==> src/rtl/fpga_robots_game_defs.sv <==
// fpga_robots_game_defs: shared state encodings and serial framing constants
package fpga_robots_game_defs;
  localparam logic [2:0] ST_IDLE  = 3'd0;
  localparam logic [2:0] ST_ALIGN = 3'd1;
  localparam logic [2:0] ST_START = 3'd2;
  localparam logic [2:0] ST_DATA  = 3'd3;
  localparam logic [2:0] ST_STOP  = 3'd4;
  localparam int SER_DATA_BITS = 8;
  localparam logic SER_IDLE_LEVEL = 1'b1;
endpackage

==> src/rtl/fpga_robots_game_rr_arb2.sv <==
// fpga_robots_game_rr_arb2: combinational two-port round-robin arbiter
//   valid0/valid1 requests, last_grant previous winner, en allows a grant
//   grant one-hot winner, grant_idx winner index
module fpga_robots_game_rr_arb2 (
  input  logic       valid0,
  input  logic       valid1,
  input  logic       last_grant,
  input  logic       en,
  output logic [1:0] grant,
  output logic       grant_idx
);
  assign grant[0] = en & valid0 & (~valid1 | last_grant);
  assign grant[1] = en & valid1 & (~valid0 | ~last_grant);
  assign grant_idx = grant[1];
endmodule

==> src/rtl/fpga_robots_game_serial_tx_sched.sv <==
// fpga_robots_game_serial_tx_sched: two-port round-robin 8N1/8N2 serial transmitter
//   clk/rst_n clock and async active-low reset, baud1 bit-period strobe
//   reqN_valid/reqN_data/reqN_ready byte sources, txd serial line
//   busy frame pending/active, grant_id owner of current/last frame
//   cts flow control input exists only with FPGA_ROBOTS_GAME_TX_FLOWCTL_EN
module fpga_robots_game_serial_tx_sched
  import fpga_robots_game_defs::*;
#(
  parameter int STOP_BITS = 1
) (
  input  logic       clk,
  input  logic       rst_n,
  input  logic       baud1,
`ifdef FPGA_ROBOTS_GAME_TX_FLOWCTL_EN
  input  logic       cts,
`endif
  input  logic       req0_valid,
  input  logic [7:0] req0_data,
  output logic       req0_ready,
  input  logic       req1_valid,
  input  logic [7:0] req1_data,
  output logic       req1_ready,
  output logic       txd,
  output logic       busy,
  output logic       grant_id
);
  logic [2:0] state;
  logic [SER_DATA_BITS-1:0] shreg;
  logic [2:0] bit_cnt;
  logic stop_cnt;
  logic last_grant;
  logic cts_ok;
  logic stop_end;
  logic arb_en;
  logic [1:0] gnt;
  logic gidx;
  logic acc;
`ifdef FPGA_ROBOTS_GAME_TX_FLOWCTL_EN
  logic [1:0] cts_sync;
  always_ff @(posedge clk or negedge rst_n)
    if (!rst_n) cts_sync <= 2'b00;
    else cts_sync <= {cts_sync[0], cts};
  assign cts_ok = cts_sync[1];
`else
  assign cts_ok = 1'b1;
`endif
  // a new byte may be taken in IDLE or on the strobe closing the last stop bit
  assign stop_end = (state == ST_STOP) & baud1 & (stop_cnt == 1'(STOP_BITS - 1));
  assign arb_en = cts_ok & ((state == ST_IDLE) | stop_end);
  fpga_robots_game_rr_arb2 u_arb (
    .valid0(req0_valid),
    .valid1(req1_valid),
    .last_grant(last_grant),
    .en(arb_en),
    .grant(gnt),
    .grant_idx(gidx)
  );
  assign acc = |gnt;
  assign req0_ready = gnt[0];
  assign req1_ready = gnt[1];
  assign busy = state != ST_IDLE;
  assign grant_id = last_grant;
  always_ff @(posedge clk or negedge rst_n)
    if (!rst_n) begin
      state <= ST_IDLE;
      shreg <= '0;
      bit_cnt <= 3'd0;
      stop_cnt <= 1'b0;
      last_grant <= 1'b1;
      txd <= SER_IDLE_LEVEL;
    end else begin
      if (acc) begin
        shreg <= gidx ? req1_data : req0_data;
        last_grant <= gidx;
      end
      case (state)
        ST_IDLE: state <= acc ? ST_ALIGN : ST_IDLE;
        ST_ALIGN:
          if (baud1) begin
            txd <= 1'b0;
            state <= ST_START;
          end
        ST_START:
          if (baud1) begin
            txd <= shreg[0];
            shreg <= shreg >> 1;
            bit_cnt <= 3'd0;
            state <= ST_DATA;
          end
        ST_DATA:
          if (baud1) begin
            bit_cnt <= bit_cnt + 3'd1;
            if (bit_cnt == 3'(SER_DATA_BITS - 1)) begin
              txd <= SER_IDLE_LEVEL;
              stop_cnt <= 1'b0;
              state <= ST_STOP;
            end else begin
              txd <= shreg[0];
              shreg <= shreg >> 1;
            end
          end
        ST_STOP:
          if (baud1) begin
            stop_cnt <= stop_cnt + 1'b1;
            // back-to-back frame: the closing stop strobe doubles as the next start edge
            if (stop_end) begin
              txd <= acc ? 1'b0 : SER_IDLE_LEVEL;
              state <= acc ? ST_START : ST_IDLE;
            end
          end
        default: state <= ST_IDLE;
      endcase
    end
endmodule

==> config.mk <==
export PLATFORM = sky130hd
export DESIGN_NAME = fpga_robots_game_serial_tx_sched
export DESIGN_NICKNAME = d
export VERILOG_FILES = /design/src/rtl/fpga_robots_game_defs.sv /design/src/rtl/fpga_robots_game_rr_arb2.sv /design/src/rtl/fpga_robots_game_serial_tx_sched.sv
export SDC_FILE = /design/constraint.sdc
export NUM_CORES = 1
export LEC_CHECK = 0
export ABC_AREA = 1
export CORE_MARGIN = 2
export CORE_UTILIZATION = 40
export DETAILED_ROUTE_END_ITERATION = 8
export SLEW_MARGIN = 20
export SYNTH_ARGS = -nofsm -noshare
export SYNTH_HDL_FRONTEND = slang
export SYNTH_SLANG_ARGS = --single-unit
==> constraint.sdc <==
create_clock -name clk -period 1.95 [get_ports clk]
set_input_delay 0.4875 -clock clk [delete_from_list [all_inputs] [get_ports clk]]
set_output_delay 0.4875 -clock clk [all_outputs]
set_load 0.03 [all_outputs]
# After elaboration in Yosys (flattened, before gate mapping)
# Index checks and enable logic that the tools add are counted.
word_totals:
  word_cells: 72
  reg_bits: 17
classes:
  muxes: 30
  n_addsub: 2
  n_reduce_logical: 10
  bitwise: 13
  n_eq_ne: 11
op_table:
  columns: ["operator", "n"]
  rows:
  - ["8-bit two-way mux", 5]
  - ["3-bit two-way mux", 8]
  - ["8-bit one-hot mux with 2 select lines", 1]
  - ["3-bit one-hot mux with 5 select lines", 1]
  - ["2-bit inequality test (second input constant)", 6]
  - ["6-bit AND reduction", 2]
  - ["1-bit two-way mux", 11]
  - ["1-bit AND", 6]
  - ["3-bit by 2-bit equality test with 1-bit output (second input constant)", 2]
  - ["3-bit equality test (second input constant)", 2]
  - ["3-bit one-hot mux with 2 select lines", 1]
  - ["1-bit inverter", 4]
  - ["1-bit one-hot mux with 4 select lines", 1]
  - ["4-bit AND reduction", 1]
  - ["2-bit nonzero test", 2]
  - ["4-bit nonzero test", 1]
  - ["3-bit by 1-bit adder with 3-bit output (second input constant)", 1]
  - ["3-bit by 1-bit equality test with 1-bit output (second input constant)", 1]
  - ["3-bit zero test", 1]
  - ["1-bit OR", 3]
  - ["3-bit AND reduction", 1]
  - ["3-bit nonzero test", 1]
  - ["2-bit two-way mux", 1]
  - ["1-bit one-hot mux with 2 select lines", 1]
  - ["2 further kinds", 2]

# Longest topological paths before layout
# Gate-level depths: netlist of run 1.
logic_depth:
  depth_word: 11
  ltp_mapped: 10
  ltp_nobuf: 9

# By module
# A second synthesis of run 1 with hierarchy kept.
hier_totals:
  hier_cells: 143
  hier_area_um2: 1019.7
by_module_without_submodules:
  columns: ["mod", "cells_each", "seq_area_each_um2", "area_per_inst_um2", "n_inst"]
  rows:
  - ["fpga_robots_game_serial_tx_sched", 137, 427.9, 991.0, 1]
  - ["fpga_robots_game_rr_arb2", 6, 0.0, 28.8, 1]

# Least setup slack after synthesis of run 1
# No wires, ideal clock.
synth_timing:
  path_kind: "reg-to-output"
  from: "register last_grant (netlist: grant_id)"
  to: "output port req0_ready"
  stages_incl_launch_ff: 6
  t_arrival_ps: 1373
  path_buffers: 1
  setup_slack_ps: 89
  path_cell_list: "dfstp_2 a21boi_2 buf_4 nor2_2 nand2_8 inv_1"
synth_via:
  elab_chain_len: 2
synth_rtl:
  columns: ["element", "line_no", "rtl"]
  rows:
  - ["start, declared", "fpga_robots_game_serial_tx_sched.sv:31", "logic last_grant;"]
  - ["start signal, assigned", "fpga_robots_game_serial_tx_sched.sv:74", "last_grant <= gidx;"]
  - ["1-bit OR", "fpga_robots_game_rr_arb2.sv:12", "assign grant[0] = en & valid0 & (~valid1 | last_grant);"]
  - ["1-bit AND", "fpga_robots_game_rr_arb2.sv:12", null]
  - ["end, declared", "fpga_robots_game_serial_tx_sched.sv:19", "output logic req0_ready,"]
# Every way passes these cells.

# Final worst setup path of run 1
layout_timing:
  from: "register state[0]"
  to: "output port req1_ready"
layout_via:
  elab_chain_len: 6
layout_rtl:
  columns: ["element", "line_no", "rtl"]
  rows:
  - ["start, declared", "fpga_robots_game_serial_tx_sched.sv:27", "logic [2:0] state;"]
  - ["start signal, assigned", "fpga_robots_game_serial_tx_sched.sv:77", "ST_IDLE: state <= acc ? ST_ALIGN : ST_IDLE;"]
  - ["start signal, assigned", "fpga_robots_game_serial_tx_sched.sv:108", "state <= acc ? ST_START : ST_IDLE;"]
  - ["3-bit equality test", "fpga_robots_game_serial_tx_sched.sv:48", "assign stop_end = (state == ST_STOP) & baud1 & (stop_cnt == 1'(STOP_BITS - 1));"]
  - ["1-bit AND (2 in series)", "fpga_robots_game_serial_tx_sched.sv:48", null]
  - ["1-bit OR (*)", "fpga_robots_game_serial_tx_sched.sv:49", "assign arb_en = cts_ok & ((state == ST_IDLE) | stop_end);"]
  - ["1-bit AND (*) (2 in series)", "fpga_robots_game_rr_arb2.sv:13", "assign grant[1] = en & valid1 & (~valid0 | ~last_grant);"]
  - ["end, declared", "fpga_robots_game_serial_tx_sched.sv:22", "output logic req1_ready,"]
# Mark *: on every way between the ends. The rest lies on a longest branch, timed or not.

==> flow_summary.json, run 1 <==
{
  "tightest_slew_ns": 0.4359,
  "cts_tree": "built",
  "status": "finished, final reports clean",
  "grt_max_degree": 18,
  "grt_use_total_pct": 18.22,
  "synth_nets": 189,
  "yosys.area_share.simple_pct": 39.78,
  "r2r-start": "bit_cnt[0]$_DFFE_PN0P_",
  "pwr-share-clk_pct": 7.2,
  "hold_class": "reg2reg",
  "leakagePower_uw": 0.0008906,
  "synth_top_family_by_area": "simple AND/OR/NAND/NOR gates",
  "cp.required_ns": 1.46,
  "final_cell_mix": "nand2_1, inv_1, clkdlybuf4s50_1",
  "synth_compound_area_share_pct": 15.35,
  "fmaxAchievable_mhz": 535.8,
  "dieArea_sq_um": 3929,
  "layout_commonest_cell": "nand2_1",
  "synth_xor_xnor_area_share_pct": 0,
  "critPathLaunchType": "register",
  "drtIter0Drc": 32,
  "clk_latency_ns": 0.29,
  "cts.sinks": 17,
  "timing.final.crit_share_pct": 95.71,
  "setup_violations": 0,
  "timing.rr.end": "shreg[4]$_DFF_PN0_",
  "syn_area_sq_um": 1378,
  "die_h_um": 62.69,
  "hold_buffers": 0,
  "pwr-share-comb_pct": 68.0,
  "powerDensity_nw_per_um2": 1461,
  "h-tree-depth": 1,
  "use_met2_pct": 31.85,
  "synth_seq_cells": 17,
  "place.gp.congestion": 0.7966,
  "wire_per_inst_um": 13.19,
  "placed_area_sq_um": 1712,
  "avgSynthCellArea_sq_um": 8.299,
  "cts.path.max_buffers": 2,
  "clock_skew_ns": 0.001268,
  "grt_pass1_wl_um": 5837,
  "wirelength_um": 3271,
  "reg2regPathDepth": 6,
  "cap_viol_max_count": 0,
  "hp-start": "txd$_DFFE_PN1P_",
  "switching_power_uw": 1301,
  "peakVddDrop_uv": 536.6,
  "hold_viol": 0,
  "postRouteAntennaNets": 0,
  "grt_pass1_vias": 1304,
  "hold_end": "txd$_DFFE_PN1P_",
  "die_x_um": 62.69,
  "arrival_ns": 1.38,
  "cp-end-kind": "output pin",
  "slew_viol_final": 0,
  "whs_ns": 0.4957,
  "seqPwrFrac_pct": 24.9,
  "pin_count": 26,
  "design_area_sq_um": 1799,
  "root_buffer": "clkbuf_4",
  "drive_above_1_share_pct": 32.67,
  "drc": 0,
  "busiest_layer": "met2",
  "use_met3_pct": 4.324,
  "use_met1_pct": 22.93,
  "synthMuxAreaShare_pct": 0,
  "synthAdderAreaFrac_pct": 1.817,
  "synthCells": 166,
  "global_route.overflow_total": 0,
  "via_per_inst": 5.069,
  "portBuffers": 25,
  "crit_type": "reg2out",
  "grt_antenna_before_repair": 0,
  "firstDrtPassIters": 4,
  "initial_utilization_pct": 41.61,
  "cp_max_fo": 4,
  "slew_headroom_pct": 70.91,
  "ys_seq_area_share_pct": 31.06,
  "hold_path_depth": 2,
  "netlist-cell-type-count": 30,
  "area.growth.synth_to_final_pct": 30.61,
  "num_rows": 21,
  "sw_frac_of_total_pct": 49.47,
  "finalCoreUtilization_pct": 54.35,
  "dp.final_hpwl_um": 2466,
  "num_vias": 1257,
  "core_area_sq_um": 3311,
  "period_minus_slack_ns": 1.866,
  "reg2reg_slack_ns": 0.27,
  "cts_buffers": 3,
  "yosysWarnings": 0,
  "antenna_cells": 0,
  "clkSlewWorstSetupHoldPaths_ns": 0.10,
  "cellInternalPower_uw": 1328,
  "nets": 226
}
area by class of cell:
type	instances	area (sq um)
fillers	333	1511
multi-input cells	117	805.8
flip-flops and latches	17	430.4
repair buffers	41	392.9
inverters	23	86.33
well taps	46	57.56
clock buffers	4	26.28
metal layers:
metal  up-vias  wire (um)
met5         -          0
met4         0         21
met3         2         93
met2        18       1695
met1       609       1461
li1        628          -
power by group through the flow:
stage	Clock (uW)	Combinational, uW	Sequential, uW
after global routing	228	2000	673
after floorplan	0	1310	666
after detailed placement	0	1730	653
after global placement	0	1690	641
final	188	1790	653
after CTS	204	1740	645
metrics by stage:
stage	std cells	TNS (ns)	setup slack, ns	power [uW]
after floorplan	166	0	0.08913	1980
after global placement	241	-0.2063	-0.07451	2335
after detailed placement	241	-0.4477	-0.09769	2387
after CTS	246	-0.1640	-0.09422	2591
after global routing	248	-0.006216	-0.006216	2898
final	248	0	0.08361	2629
state kept, by name, summed over array words and instances, names as in the netlist:
signal / cells
shreg: 8
bit_cnt: 3
txd: 1
state: 3
stop_cnt: 1
grant_id: 1
cells in the mapped netlist:
cell       number  area (sq um)
nand4_2         1         12.51
o21ai_2         2         17.52
buf_2           2         10.01
clkbuf_4        2         15.01
nand3_1        15         75.07
buf_4           1         7.510
a21boi_2        1         11.26
nand2_4         3         33.78
o21bai_2        1         11.26
nand2_2         6         37.54
o21ai_4         1         16.27
clkbuf_1        1         3.750
nor2_2          3         18.77
dfrtp_1        15         375.4
nand3_2        13         130.1
a211oi_1        1         7.510
inv_1          19         71.32
nor2_4          1         11.26
buf_6           2         22.52
nand2_1        42         157.7
o21ai_0         4         20.02
nor2_8          1         20.02
buf_12          1         20.02
nor2_1          3         11.26
dfstp_2         2         52.55
ha_1            2         25.02
o2111ai_1      14         122.6
nand2_8         2         40.04
inv_2           4         15.01
o21ai_1         1         5.000
critical path: stages, from the launching register on:
cell     delay, ns
dfrtp_2       0.45
nor2_8        0.16
nand4_4       0.12
nand2_4       0.13
nand2_4       0.06
inv_2         0.05
buf_6         0.12
logic make-up after synthesis:
group / after synthesis
buf+inv: 32
fa+ha+maj: 2
flops: 17
simple gates: 90
compound gates: 25
worst max path at each step:
stage / startpoint / end / slack [ns] / depth (start not counted)
2_1_floorplan: grant_id$_DFFE_PN1N_ / req0_ready / 0.09 / 5
3_3_place_gp: baud1 / req1_ready / -0.07 / 6
3_5_place_dp: baud1 / req0_ready / -0.1 / 6
4_1_cts: req0_valid / req0_ready / -0.09 / 6
5_1_grt: state[0]$_DFFE_PN0P_ / req1_ready / -0.006 / 6
6_report: state[0]$_DFFE_PN0P_ / req1_ready / 0.08 / 6
what timing repair did:
action	in CTS	in global routing
hold endpoints to repair	0	0
setup buffers	1	2
gates cloned	0	0
resized for setup	4	12
pin swaps	2	4
setup endpoints to repair	5	2
No activity file was read; power rests on OpenSTA's default activity.
==> inputs of run 2 (changes only) <==
- ABC_AREA: 1 -> 0
- PLACE_DENSITY: unset -> 0.67
==> run 2 against run 1 <==
Effect of this change: the run now ends with negative setup slack left; clock skew is 0.0073 ns higher; largest cell class unchanged; count of clock-buffer cells in the layout is 1 lower; final area decreased by 20%; setup slack got worse by 0.13 ns; flip-flop and latch count unchanged; combinational power is 74% lower; register-to-register slack improved by 0.14 ns.
==> flow_summary.json, run 2 <==
{
  "cp_max_fo": 3,
  "period_minus_slack_ns": 2.000,
  "synth_area_leader_cell": "dfrtp_1",
  "cts_buffers": 3,
  "grt_max_degree": 18,
  "clk_latency_ns": 0.29,
  "dieArea_sq_um": 2963,
  "cts.sinks": 17,
  "final_cell_mix": "clkdlybuf4s50_1, nand2_1, buf_4",
  "dp.final_hpwl_um": 1887,
  "dp.cells": 176,
  "global_route.overflow_total": 0,
  "clock_skew_ns": 0.008614,
  "h-tree-depth": 1,
  "stdcell_count": 182,
  "path_buf_inv": 2,
  "critPathLaunchType": "register",
  "synthCells": 113,
  "synthArstFlopShare_pct": 100.0,
  "die_x_um": 54.43,
  "firstDrtPassIters": 4,
  "pin_count": 26,
  "slew_headroom_pct": 79.91,
  "netlist_top_cells_area": "dfrtp_1, o32a_1, nand2_1",
  "cap_viol_max_count": 0,
  "slew_viol_final": 0,
  "reg_top3": "shreg x8, bit_cnt x3, state x3",
  "portBuffers": 25,
  "drtIter0Drc": 12,
  "synth.top_cell.area_share_pct": 36.90,
  "yosysWarnings": 0,
  "hold_buffers": 0,
  "cts.path.max_buffers": 2,
  "synth_common_cells": "nand2_1, dfrtp_1, nor2_1, o22ai_1",
  "initial_utilization_pct": 41.82,
  "wire_per_inst_um": 13.95,
  "synth_seq_cells": 17,
  "design_area_sq_um": 1435,
  "fin_tns_setup_ns": -0.07840,
  "hold_class": "reg2reg",
  "synth_nets": 136,
  "syn_area_sq_um": 1017,
  "cts_tree": "built",
  "cp_top_family": "flip-flops",
  "drive_above_1_share_pct": 25.00,
  "slowest_delay_ns": 0.40,
  "num_vias": 1007,
  "wirelength_um": 2539,
  "pre_cts_ws_ns": -0.1423,
  "top_register": "shreg",
  "cp-end-kind": "output pin",
  "postRouteAntennaNets": 0,
  "arrival_ns": 1.51,
  "clkSlewWorstSetupHoldPaths_ns": 0.10,
  "path_cells": "buf_6 -> or2_1 -> a21o_2 -> nor2_1 -> buf_4",
  "rsz0062_at_grt": "yes",
  "die_h_um": 54.43,
  "area.growth.synth_to_final_pct": 41.08,
  "crit_type": "reg2out",
  "hold_viol": 0,
  "drc": 0,
  "setup_ws_ns": -0.04973,
  "root_buffer": "clkbuf_4",
  "layout_commonest_cell": "clkdlybuf4s50_1",
  "post-synth-top-count-cell": "nand2_1",
  "slowest_stage": "dfrtp_1",
  "grt_pass1_vias": 988,
  "num_rows": 18,
  "grt_antenna_before_repair": 0,
  "place.gp.congestion": 0.7616,
  "synth_edf_count": 0,
  "finalCoreUtilization_pct": 59.00,
  "tightest_slew_ns": 0.3025,
  "powerDensity_nw_per_um2": 810.3,
  "timing.final.crit_share_pct": 102.6,
  "violations": "negative setup slack",
  "cp.required_ns": 1.46,
  "status": "finished with violations",
  "grt_use_total_pct": 19.77,
  "ys_seq_area_share_pct": 42.07,
  "peakVddDrop_uv": 566.7,
  "setup_violations": 2,
  "antenna_cells": 0,
  "avgSynthCellArea_sq_um": 9.002,
  "netlist-cell-type-count": 32,
  "largest_reg_flops": 8,
  "nets": 176,
  "fmaxAchievable_mhz": 500.1,
  "placed_area_sq_um": 1381,
  "synthFlopType": "dfrtp_1",
  "core_area_sq_um": 2432,
  "via_per_inst": 5.533,
  "leakagePower_uw": 0.0006019,
  "grt_pass1_wl_um": 4278
}
run 2: through the flow:
| stage | hold WS, ns | total power, uW |
|---|---|---|
| 2_1_floorplan | 0.1919 | 788.5 |
| 3_3_place_gp | 0.4671 | 959.5 |
| 3_5_place_dp | 0.4839 | 975.9 |
| 4_1_cts | 0.4951 | 1176 |
| 5_1_grt | 0.5209 | 1245 |
| 6_report | 0.4950 | 1163 |
run 2: what timing repair did:
| item | in CTS | in global routing |
|---|---|---|
| cloned | 0 | 0 |
| setup buffers | 2 | 0 |
| pin swaps | 4 | 0 |
| endpoints found under the setup margin | 5 | 3 |
| hold endpoints to repair | 0 | 0 |
| gates resized for setup | 13 | 2 |
run 2: logic make-up after synthesis:
| kind of cell | synth area share [%] |
|---|---|
| compound gates | 29.52 |
| fa+ha+maj | 2.460 |
| buf+inv | 6.519 |
| flops | 42.07 |
| mux | 2.091 |
| simple gates | 17.34 |
run 2: worst paths after layout:
check                                      from              endpoint  slack, ns  cells past startpoint
max                        state[0]$_DFFE_PN0P_            req0_ready      -0.05                      5
min                          shreg[7]$_DFF_PN0_    shreg[6]$_DFF_PN0_       0.49                      2
max reg2reg                state[0]$_DFFE_PN0P_    shreg[0]$_DFF_PN0_       0.41                      7
min reg2reg                  shreg[7]$_DFF_PN0_    shreg[6]$_DFF_PN0_       0.49                      2
max in group asynchronous                 rst_n       txd$_DFFE_PN1P_       1.18                      2
min in group asynchronous                 rst_n  stop_cnt$_DFFE_PN0P_       0.50                      2
run 2: final cells by class:
class | count | area, sq um
clock buffer | 3 | 22.52
fill | 220 | 997.2
multi-input combinational | 85 | 533.0
sequential | 17 | 427.9
clock inverter | 1 | 5.005
tap | 30 | 37.54
inverter | 2 | 7.507
timing repair buffer | 44 | 401.6
run 2: power breakdown:
part | internal, uW | total, uW | switching [uW]
clock network | 76.1 | 187 | 111
logic | 234 | 470 | 236
registers | 449 | 506 | 57.4
total | 759 | 1160 | 404
run 2: worst reg2reg max path, delay by kind of cell (launching register included):
family | cells | cell delay [ns]
AO/OA/AOI/OAI | 3 | 0.38
buffers and inverters | 3 | 0.48
flip-flops | 1 | 0.40
AND/OR/NAND/NOR | 1 | 0.23
run 2: metal layers:
layer  wire (um)  part of all wire [%]  global-route usage [%]
met5           0                     0                       0
met4          27                   1.1                   7.917
met3         106                   4.2                   3.552
met2        1275                    50                   34.74
met1        1130                    45                   23.67
==> inputs of run 3 (changes only) <==
- CAP_MARGIN: unset -> 20
==> results of run 3 <==
Final layout, timing and power as in run 2 (identical DEF).
